<file path="src/rtl/pc_predict_unit_pkg.sv">
// Shared types for the fetch-PC predictor: counter encoding, default BTB entry layout
// and the saturating counter helpers.
package pc_pkg;

  localparam int PC_W          = 32;
  localparam int BTB_IDX_W_DEF = 4;

  typedef logic [PC_W-1:0] word_t;

  typedef enum logic [1:0] {
    STRONG_NT = 2'b00,
    WEAK_NT   = 2'b01,
    WEAK_T    = 2'b10,
    STRONG_T  = 2'b11
  } ctr_t;

  // Entry layout for the default 32-bit, 16-entry build.
  typedef struct packed {
    logic                            valid;
    logic [PC_W-BTB_IDX_W_DEF-3:0]   tag;
    word_t                           target;
    ctr_t                            ctr;
  } btb_entry_t;

  function automatic ctr_t ctr_inc(input ctr_t c);
    case (c)
      STRONG_NT: return WEAK_NT;
      WEAK_NT:   return WEAK_T;
      default:   return STRONG_T;
    endcase
  endfunction

  function automatic ctr_t ctr_dec(input ctr_t c);
    case (c)
      STRONG_T: return WEAK_T;
      WEAK_T:   return WEAK_NT;
      default:  return STRONG_NT;
    endcase
  endfunction

endpackage

</file>
<file path="src/rtl/pc_predict_unit_if.sv">
// Fetch-PC bus between hazard/EX control (master) and the PC predict unit (slave).
interface pc_predict_unit_if #(
  parameter int WORD_W = 32
);
  logic              pcWEN;
  logic              flush;
  logic [WORD_W-1:0] flush_pc;
  logic              btb_upd_en;
  logic [WORD_W-1:0] btb_upd_pc;
  logic [WORD_W-1:0] btb_upd_target;
  logic              btb_upd_taken;
  logic [WORD_W-1:0] pc_out;
  logic [WORD_W-1:0] pc_plus4;
  logic              pred_taken;
  logic [WORD_W-1:0] pred_target;
  logic              misalign_err;

  modport master (
    output pcWEN, flush, flush_pc, btb_upd_en, btb_upd_pc, btb_upd_target, btb_upd_taken,
    input  pc_out, pc_plus4, pred_taken, pred_target, misalign_err
  );

  modport slave (
    input  pcWEN, flush, flush_pc, btb_upd_en, btb_upd_pc, btb_upd_target, btb_upd_taken,
    output pc_out, pc_plus4, pred_taken, pred_target, misalign_err
  );
endinterface

</file>
<file path="src/rtl/pc_predict_unit_btb_table.sv">
// Direct-mapped branch target buffer: one combinational read port for fetch lookup and
// one training write port from EX. Reads return pre-write contents.
module btb_table
  import pc_pkg::*;
#(
  parameter  int WORD_W    = 32,
  parameter  int BTB_DEPTH = 16,
  localparam int IDX_W     = $clog2(BTB_DEPTH),
  localparam int TAG_W     = WORD_W - IDX_W - 2
) (
  input  logic              CLK,
  input  logic              nRST,
  input  logic [IDX_W-1:0]  rd_idx_i,
  input  logic [TAG_W-1:0]  rd_tag_i,
  output logic              rd_hit_o,
  output ctr_t              rd_ctr_o,
  output logic [WORD_W-1:0] rd_target_o,
  input  logic              wr_en_i,
  input  logic [IDX_W-1:0]  wr_idx_i,
  input  logic [TAG_W-1:0]  wr_tag_i,
  input  logic [WORD_W-1:0] wr_target_i,
  input  logic              wr_taken_i
);

  logic              valid_q  [BTB_DEPTH];
  ctr_t              ctr_q    [BTB_DEPTH];
  logic [TAG_W-1:0]  tag_q    [BTB_DEPTH];
  logic [WORD_W-1:0] target_q [BTB_DEPTH];

  logic wr_hit;
  logic alloc;
  logic ctr_we;
  logic tgt_we;
  ctr_t ctr_d;

  assign rd_hit_o    = valid_q[rd_idx_i] && (tag_q[rd_idx_i] == rd_tag_i);
  assign rd_ctr_o    = ctr_q[rd_idx_i];
  assign rd_target_o = target_q[rd_idx_i];

  assign wr_hit = valid_q[wr_idx_i] && (tag_q[wr_idx_i] == wr_tag_i);

  always_comb begin
    alloc  = 1'b0;
    ctr_we = 1'b0;
    tgt_we = 1'b0;
    ctr_d  = ctr_q[wr_idx_i];
    if (wr_en_i) begin
      if (wr_hit) begin
        ctr_we = 1'b1;
        tgt_we = wr_taken_i;
        ctr_d  = wr_taken_i ? ctr_inc(ctr_q[wr_idx_i]) : ctr_dec(ctr_q[wr_idx_i]);
      end else if (wr_taken_i) begin
        // A taken miss evicts whatever lives at this index.
        alloc  = 1'b1;
        ctr_we = 1'b1;
        tgt_we = 1'b1;
        ctr_d  = WEAK_T;
      end
    end
  end

  always_ff @(posedge CLK or negedge nRST) begin
    if (!nRST) begin
      for (int i = 0; i < BTB_DEPTH; i++) begin
        valid_q[i] <= 1'b0;
        ctr_q[i]   <= WEAK_NT;
      end
    end else begin
      if (alloc)  valid_q[wr_idx_i] <= 1'b1;
      if (ctr_we) ctr_q[wr_idx_i]   <= ctr_d;
    end
  end

  // Tag and target are qualified by valid, so they carry no reset.
  always_ff @(posedge CLK) begin
    if (alloc)  tag_q[wr_idx_i]    <= wr_tag_i;
    if (tgt_we) target_q[wr_idx_i] <= wr_target_i;
  end

endmodule

</file>
<file path="src/rtl/pc_predict_unit.sv">
// Fetch PC register with redirect > predicted-target > PC+4 selection and a BTB.
// Optional macro ALIGN_CHK_EN: misaligned redirects trap to EXC_VEC and raise misalign_err.
module pc_predict_unit
  import pc_pkg::*;
#(
  parameter int                WORD_W    = 32,
  parameter logic [WORD_W-1:0] RESET_PC  = '0,
  parameter int                BTB_DEPTH = 16,
  parameter logic [WORD_W-1:0] EXC_VEC   = 32'h8000_0180
) (
  input logic              CLK,
  input logic              nRST,
  pc_predict_unit_if.slave bus
);

  localparam int IDX_W = $clog2(BTB_DEPTH);
  localparam int TAG_W = WORD_W - IDX_W - 2;

  logic [WORD_W-1:0] pc_q, pc_d;
  logic              misalign_q, misalign_d;
  logic [WORD_W-1:0] pc_plus4;
  logic [WORD_W-1:0] redirect_pc;
  logic              misalign_flush;
  logic              upd_drop;
  logic              rd_hit;
  ctr_t              rd_ctr;
  logic [WORD_W-1:0] rd_target;
  logic              unused_upd_pc_lsb;

  assign unused_upd_pc_lsb = &{1'b0, bus.btb_upd_pc[1:0]};

`ifdef ALIGN_CHK_EN
  assign misalign_flush = bus.flush && (bus.flush_pc[1:0] != 2'b00);
  assign upd_drop       = (bus.btb_upd_target[1:0] != 2'b00);
`else
  assign misalign_flush = 1'b0;
  assign upd_drop       = 1'b0;
`endif

  btb_table #(
    .WORD_W    (WORD_W),
    .BTB_DEPTH (BTB_DEPTH)
  ) u_btb (
    .CLK         (CLK),
    .nRST        (nRST),
    .rd_idx_i    (pc_q[IDX_W+1:2]),
    .rd_tag_i    (pc_q[WORD_W-1:IDX_W+2]),
    .rd_hit_o    (rd_hit),
    .rd_ctr_o    (rd_ctr),
    .rd_target_o (rd_target),
    .wr_en_i     (bus.btb_upd_en && !upd_drop),
    .wr_idx_i    (bus.btb_upd_pc[IDX_W+1:2]),
    .wr_tag_i    (bus.btb_upd_pc[WORD_W-1:IDX_W+2]),
    .wr_target_i (bus.btb_upd_target),
    .wr_taken_i  (bus.btb_upd_taken)
  );

  assign pc_plus4         = pc_q + WORD_W'(4);
  assign bus.pc_out       = pc_q;
  assign bus.pc_plus4     = pc_plus4;
  assign bus.pred_taken   = rd_hit && rd_ctr[1];
  assign bus.pred_target  = rd_target;
  assign bus.misalign_err = misalign_q;

  assign redirect_pc = misalign_flush ? EXC_VEC : bus.flush_pc;
  assign misalign_d  = misalign_flush;

  // A redirect loads even while fetch is stalled.
  always_comb begin
    pc_d = pc_q;
    if (bus.flush)      pc_d = redirect_pc;
    else if (bus.pcWEN) pc_d = bus.pred_taken ? rd_target : pc_plus4;
  end

  always_ff @(posedge CLK or negedge nRST) begin
    if (!nRST) begin
      pc_q       <= RESET_PC;
      misalign_q <= 1'b0;
    end else begin
      pc_q       <= pc_d;
      misalign_q <= misalign_d;
    end
  end

endmodule

</file>
<file path="src/flat_wrapper.sv">
// flat-port wrapper written by rule: the top's interface ports become plain ports
module pc_predict_unit_flat import pc_pkg::*;
#(
  parameter int                WORD_W    = 32,
  parameter logic [WORD_W-1:0] RESET_PC  = '0,
  parameter int                BTB_DEPTH = 16,
  parameter logic [WORD_W-1:0] EXC_VEC   = 32'h8000_0180
)
  (CLK, nRST, bus_pcWEN, bus_flush, bus_flush_pc, bus_btb_upd_en, bus_btb_upd_pc, bus_btb_upd_target, bus_btb_upd_taken, bus_pc_out, bus_pc_plus4, bus_pred_taken, bus_pred_target, bus_misalign_err);
  pc_predict_unit_if #(.WORD_W(WORD_W)) bus_i ();
  input logic CLK;
  input logic nRST;
  input wire logic [$bits(bus_i.pcWEN)-1:0] bus_pcWEN;
  input wire logic [$bits(bus_i.flush)-1:0] bus_flush;
  input wire logic [$bits(bus_i.flush_pc)-1:0] bus_flush_pc;
  input wire logic [$bits(bus_i.btb_upd_en)-1:0] bus_btb_upd_en;
  input wire logic [$bits(bus_i.btb_upd_pc)-1:0] bus_btb_upd_pc;
  input wire logic [$bits(bus_i.btb_upd_target)-1:0] bus_btb_upd_target;
  input wire logic [$bits(bus_i.btb_upd_taken)-1:0] bus_btb_upd_taken;
  output wire logic [$bits(bus_i.pc_out)-1:0] bus_pc_out;
  output wire logic [$bits(bus_i.pc_plus4)-1:0] bus_pc_plus4;
  output wire logic [$bits(bus_i.pred_taken)-1:0] bus_pred_taken;
  output wire logic [$bits(bus_i.pred_target)-1:0] bus_pred_target;
  output wire logic [$bits(bus_i.misalign_err)-1:0] bus_misalign_err;
  assign bus_i.pcWEN = bus_pcWEN;
  assign bus_i.flush = bus_flush;
  assign bus_i.flush_pc = bus_flush_pc;
  assign bus_i.btb_upd_en = bus_btb_upd_en;
  assign bus_i.btb_upd_pc = bus_btb_upd_pc;
  assign bus_i.btb_upd_target = bus_btb_upd_target;
  assign bus_i.btb_upd_taken = bus_btb_upd_taken;
  assign bus_pc_out = bus_i.pc_out;
  assign bus_pc_plus4 = bus_i.pc_plus4;
  assign bus_pred_taken = bus_i.pred_taken;
  assign bus_pred_target = bus_i.pred_target;
  assign bus_misalign_err = bus_i.misalign_err;
  pc_predict_unit #(.WORD_W(WORD_W), .RESET_PC(RESET_PC), .BTB_DEPTH(BTB_DEPTH), .EXC_VEC(EXC_VEC)) u_core (.CLK(CLK), .nRST(nRST), .bus(bus_i));
endmodule
</file>
<file path="config.mk">
export PLATFORM = sky130hd
export DESIGN_NAME = pc_predict_unit_flat
export DESIGN_NICKNAME = d
export VERILOG_FILES = /design/src/rtl/pc_predict_unit_pkg.sv /design/src/rtl/pc_predict_unit_if.sv /design/src/rtl/pc_predict_unit_btb_table.sv /design/src/rtl/pc_predict_unit.sv /design/src/flat_wrapper.sv
export SDC_FILE = /design/constraint.sdc
export NUM_CORES = 1
export LEC_CHECK = 0
export ABC_CLOCK_PERIOD_IN_PS = 5200
export CAP_MARGIN = 20
export CORE_MARGIN = 5
export CORE_UTILIZATION = 32
export CTS_CLUSTER_DIAMETER = 120
export CTS_CLUSTER_SIZE = 30
export DETAILED_ROUTE_END_ITERATION = 16
export PLACE_DENSITY = 0.51
export SETUP_SLACK_MARGIN = 0.15
export SYNTH_ARGS = -nofsm -noshare
export SYNTH_HDL_FRONTEND = slang
export SYNTH_SLANG_ARGS = --single-unit
export TNS_END_PERCENT = 30
</file>
<file path="constraint.sdc">
create_clock -name CLK -period 5.2 [get_ports CLK]
set_input_delay 1.04 -clock CLK [delete_from_list [all_inputs] [get_ports CLK]]
set_output_delay 1.04 -clock CLK [all_outputs]
set_load 0.03 [all_outputs]
</file>
* Word-level counts from Yosys, hierarchy flattened *
Memory sizes are Yosys's and may differ from the RTL's.
Index checks and enable logic that the tools add are counted.

cells by class
  bitwise operators = 3
  divide/modulo/power cells = 0
  muxes and demuxes = 37
  equal/unequal tests = 5
  shift-type cells = 0
  add/sub/neg operators = 1
  multipliers = 0
  order comparisons = 3
  reductions and logical operators = 6

operators with widths
  operator               number
  $mux 32                3
  $eq 26x26->1           2
  $add 32x3->32 const B  1
  $bwmux 32              1
  $mux 2                 9
  $bmux 2 s4             2
  $mux 1                 16
  $or 16x16->16          1
  $ge 5x5->1 const B     2
  $not 4->5              2
  $bmux 1 s4             2
  $demux 2 s4            1
  $pmux 2 s2             2
  $lt 5x1->1 const B     1
  $demux 1 s4            1
  $eq 2x2->1 const B     2
  $logic_and 1x1->1      4
  $eq 2x1->1 const B     1
  $logic_not 2->1        1
  $reduce_bool 2->1      1

storage, ports and cells
  ROM bits = 0
  input bits = 102
  output and inout bits = 98
  logic and storage cells = 90
  memories kept = 2
  bits in registers = 80
  bits in latches = 0
  bits in writable memories = 928

memory list
  name                   depth  bits a word  rd ports  clocked after memory_dff  wr ports  line                             RTL
  u_core.u_btb.target_q  16     32           1         0                         1         pc_predict_unit_btb_table.sv:28  logic [WORD_W-1:0] target_q [BTB_DEPTH];
  u_core.u_btb.tag_q     16     26           2         0                         1         pc_predict_unit_btb_table.sv:27  logic [TAG_W-1:0] tag_q [BTB_DEPTH];

* Logic depth before layout (Yosys ltp) *
Gate-level depths: netlist of the first run.

  depth in word-level cells = 10
  depth in mapped cells = 17
  depth with buffers taken out = 11

* Modules after synthesis *
From an unflattened synthesis of the first run, not the netlist that was laid out.

unflattened totals
  cells, all modules = 2250
  area total of the unflattened synthesis = 44532.7 sq um

modules (own cells, without submodules)
  module           cells an instance  seq. area each (sq um)  area each (sq um)  times used
  btb_table        1938               29087.9                 41956.5            1
  pc_predict_unit  312                800.8                   2576.2             1

* Least setup slack after synthesis of the first run *
OpenSTA, ideal clock, no wires.

  kind = input-to-reg
  from = input port bus_btb_upd_pc[3]
  to = memory u_core.u_btb.tag_q[10][0] (netlist bit), enable pin
  slack = -0.487 ns
  stages = 14
  library setup time = 0.443 ns
  data required time = 4.757 ns
  buffers on the path = 7
  arrival time = 5.244 ns
  cells stage by stage = buf_6 buf_12 buf_4 buf_2 buf_4 buf_2 mux4_2 o22ai_1 a21oi_1 a31oi_1 nor3_1 and4b_1 buf_2 nor3_1

between the ends
  cells in the longest elaborated chain, start to end = 9
  elaborated cells between the ends (all ways) = 11
  those cells by class = 1 x eq/ne; 7 x mux; 1 x bitwise; 1 x reduce/logical; 1 x memory

ends and longest elaborated chain
  item                                                                   line                             RTL
  from (decl)                                                            flat_wrapper.sv:17               input wire logic [$bits(bus_i.btb_upd_pc)-1:0] bus_btb_upd_pc;
  parallel branches: the longest is 9 deep, another holds $mem_v2 16x26  --
  to (decl)                                                              pc_predict_unit_btb_table.sv:27

Parallel ways; which one is timed is not known. The select of a mux whose other input is x is not followed.

* Worst setup path in the final report of the first run *
  from = register u_core.pc_q[2], in the netlist u_core.bus.pc_out[2]
  to = output port bus_pred_taken

between the ends
  cells in the longest elaborated chain, start to end = 6
  elaborated cells between the ends (all ways) = 11
  those cells by class = 1 x eq/ne; 6 x mux; 1 x bitwise; 2 x reduce/logical; 1 x memory

ends and longest elaborated chain
  item                                                                   line                   RTL
  from (decl)                                                            pc_predict_unit.sv:19  logic [WORD_W-1:0] pc_q, pc_d;
  from (signal assigned)                                                 pc_predict_unit.sv:80  pc_q <= pc_d;
  parallel branches: the longest is 5 deep, another holds $mem_v2 16x26  --
  $logic_and 1x1->1 *                                                    pc_predict_unit.sv:61  assign bus.pred_taken = rd_hit && rd_ctr[1];
  to (decl)                                                              flat_wrapper.sv:22     output wire logic [$bits(bus_i.pred_taken)-1:0] bus_pred_taken;

Every way passes the cells marked *. The select of a mux whose other input is x is not followed.

==> flow_metrics.py, run 1 <==
metrics = {
    "route": {
        "drt_iter0_drc": 2984,
        "vias": 27200,
        "dr_wl_met2_um": 68900,
        "top_layer_used": "met5",
        "dr_wl_met3_um": 12700,
        "drt_wl_total_um": 149000,
        "viasPerCell": 5.67,
        "postRouteAntennaNets": 0,
        "first_pass_iters": 5,
        "m1WireLength_um": 64200,
        "wire_per_inst_um": 31.0,
        "post-route-drc-count": 0,
    },
    "cts": {
        "clk_pin_slew_ps": 120,
        "cts_tree": "yes",
        "cts_buffers": 40,
        "clockRootBuffer": "clkbuf_16",
        "cts.sinks": 1008,
        "clock_path_buffers": 3,
        "clock_latency_ps": 680,
        "cts_hold_buf": 0,
        "htreeDepth": 2,
    },
    "sta": {
        "fmax_ghz": 0.196,
        "hold_viol_final": 0,
        "max_slew_margin_pct": 34.7,
        "maxSlewViolCount": 0,
        "skew_ps": 39.7,
        "worst_pin_slew_ps": 980,
        "rsz0062_at_grt": "true",
        "tns_ps": 0,
        "fin_crit_sh_pct": 98.2,
        "setup_viol": 0,
        "period_needed_ps": 5110,
    },
    "floorplanning": {
        "core_area_mm2": 0.139,
        "die_h_um": 384,
        "rows": 137,
        "io_pins": 200,
        "die-area_mm2": 0.148,
        "initial_core_util_pct": 32.2,
        "die_w_um": 384,
    },
    "place": {
        "postPlaceCellArea_mm2": 0.0508,
        "dp.cells": 4714,
        "dp_hpwl_um": 95400,
        "numPortBuffers": 196,
        "routabilityCongestion": 0.881,
    },
    "yosys": {
        "async_flop_share_pct": 7.94,
        "yosysMostFrequentCell": "edfxtp_1",
        "syn_area_mm2": 0.0449,
        "ys_seq_area_share_pct": 66.6,
        "synth-xor-area-share_pct": 1.27,
        "yosysTopAreaCell": "edfxtp_1",
        "synth_adder_area_share_pct": 0.0279,
        "synth_mux_area_share_pct": 19.7,
        "synth_compound_area_share_pct": 6.43,
        "syn_inst": 2610,
        "synthSimpleGateAreaFrac_pct": 3.89,
        "synthTopCellsByArea": "edfxtp_1, mux4_2, mux2i_1, dfrtp_1, a221oi_1",
        "ys_types": 73,
        "synth_nets": 2713,
        "syn_avg_cell_area_um2": 17.2,
        "synth_edf_count": 928,
        "synth_top_family_by_area": "multiplexers",
        "synth_common_cells": "edfxtp_1, mux2i_1, mux4_2, a221oi_1, o21ai_0",
        "synth-seq-cells": 1008,
        "synthFlopType": "edfxtp_1",
        "synthDominantCellAreaShare_pct": 62.1,
        "yosysWarnings": 0,
    },
    "grt": {
        "grt_usage_pct": 19.5,
        "grt_max_degree": 128,
        "grt_pass1_vias": 27400,
        "overflow": 0,
        "antenna_found_initial": 20,
        "grt_pass1_wl_um": 208000,
    },
    "cells_and_area": {
        "fillCellCount": 12900,
        "design_area_mm2": 0.0522,
        "multiInputGateArea_mm2": 0.0143,
        "fin_cells": 4795,
        "nets": 2989,
        "finish.utilization_pct": 37.5,
        "seq_area_mm2": 0.0299,
        "syn_to_final_growth_pct": 16.5,
        "drive_gt1_share_pct": 23.1,
    },
    "status": {
        "outcome": "complete, no violations",
    },
    "job": {
        "cap_violations": 0,
    },
    "worst_setup_path": {
        "crit_path_end_kind": "primary output",
        "path_class": "reg -> out",
        "start_kind": "register",
        "worstPathArrival_ps": 4070,
        "cp.required_ps": 4160,
        "critPathMaxFanout": 15,
    },
    "worst_hold_path": {
        "hold_class": "in -> async",
    },
    "power_and_ir_drop": {
        "power_density_mw_per_mm2": 312,
        "irDropWorstVdd_v": 0.000262,
        "p_leak_nw": 17.2,
        "total_power_mw": 16.3,
    },
}
-- area by class of cell --
type	instances	share of cell area [%]
Timing Repair Buffer	412	8.33
Antenna cell	6	0.0287
Multi-Input combinational cell	1406	27.5
Clock buffer	63	2.14
Clock inverter	6	0.175
Inverter	18	0.129
Sequential cell	1008	57.2
Tap cell	1876	4.49
-- critical path, cell delays in order, from the launching register on --
cell and delay, ps:
dfrtp_4 510, buf_12 140, buf_8 200, mux4_2 550, mux4_2 500, xor2_1 160
nor4_2 440, and4b_1 320, nand4_1 110, buf_4 190, clkinv_1 130, buf_12 130
-- kinds of logic after synthesis --
kind of cell,after synthesis
mux,596
other cells,1
fa+ha+maj,1
xor+xnor,65
simple gates,336
buf+inv,196
flops,1008
compound gates,407
-- final timing paths --
| check | end | slack (ps) | cells past startpoint | start |
|---|---|---|---|---|
| worst max-delay path | bus_pred_taken | 90 | 11 | u_core.bus.pc_out[2] |
| worst max register to register | u_core.bus.pc_out[1] | 910 | 13 | u_core.bus.pc_out[2] |
| max in group asynchronous | u_core.bus.pc_out[15] | 3780 | 2 | nRST |
| min in group CLK | u_core.u_btb.valid_q[15] | 510 | 1 | u_core.u_btb.valid_q[15] |
| worst min register to register | u_core.u_btb.valid_q[15] | 510 | 1 | u_core.u_btb.valid_q[15] |
| worst min-delay path | u_core.u_btb.ctr_q[7] | 470 | 1 | nRST |
-- timing repair --
action | in CTS | in global routing
pin swaps | 3 | 2
gates cloned | 0 | 1
buffers inserted | 5 | 0
resized for setup | 9 | 26
setup endpoints to repair | 6 | 26
-- state kept, by name, summed over array words and instances, names as in the netlist --
signal                 count
u_core.u_btb.ctr_q        32
u_core.bus.pc_out         32
u_core.u_btb.valid_q      16
u_core.u_btb.target_q    512
u_core.u_btb.tag_q       416
-- per-layer routing --
layer	track usage [%]	vias up
met5	0	-
met1	27.8	14600
met4	3.66	12
met3	4.15	166
li1	-	11300
met2	31.2	1172
-- report_power, final --
part	leakage [nW]	internal, mW	switching, mW
Combinational	7.30	1.23	1.83
Sequential	9.30	9.01	0.176
Clock	0.577	1.55	2.52
-- through the flow --
stage / worst slack (ps) / hold WS, ps
final: 94.0 / 470
after global routing: 12.6 / 510
after CTS: 31.6 / 460
after detailed placement: -59.3 / 486
after global placement: -48.1 / 478
after floorplan: -487 / 448
-- placed cells by master, fill, tap and decap left out, types with 11 or more instances in the layout --
master	count
inv_1	16
mux2_2	66
clkdlybuf4s50_1	169
nor2_4	18
nor2_1	37
clkbuf_16	42
nor3_2	14
nor2b_1	11
mux4_2	219
xor2_1	19
o22ai_1	18
buf_4	170
xnor2_1	43
nand3_1	43
a22oi_1	63
a221oi_1	104
nor3b_1	23
mux2i_1	309
edfxtp_1	928
nor3_1	17
clkbuf_1	21
and3_1	18
dfstp_2	16
a21oi_1	48
nand2_1	90
dfrtp_1	60
o21ai_0	90
buf_12	59
or2_2	19
Note: power is estimated with default switching activity, not from simulation.
==> inputs of run 2 (changes only) <==
GPL_TIMING_DRIVEN = 1   (was default)
==> results of run 2 <==
Same layout as run 1: the final DEF is identical, and so are final timing and power.
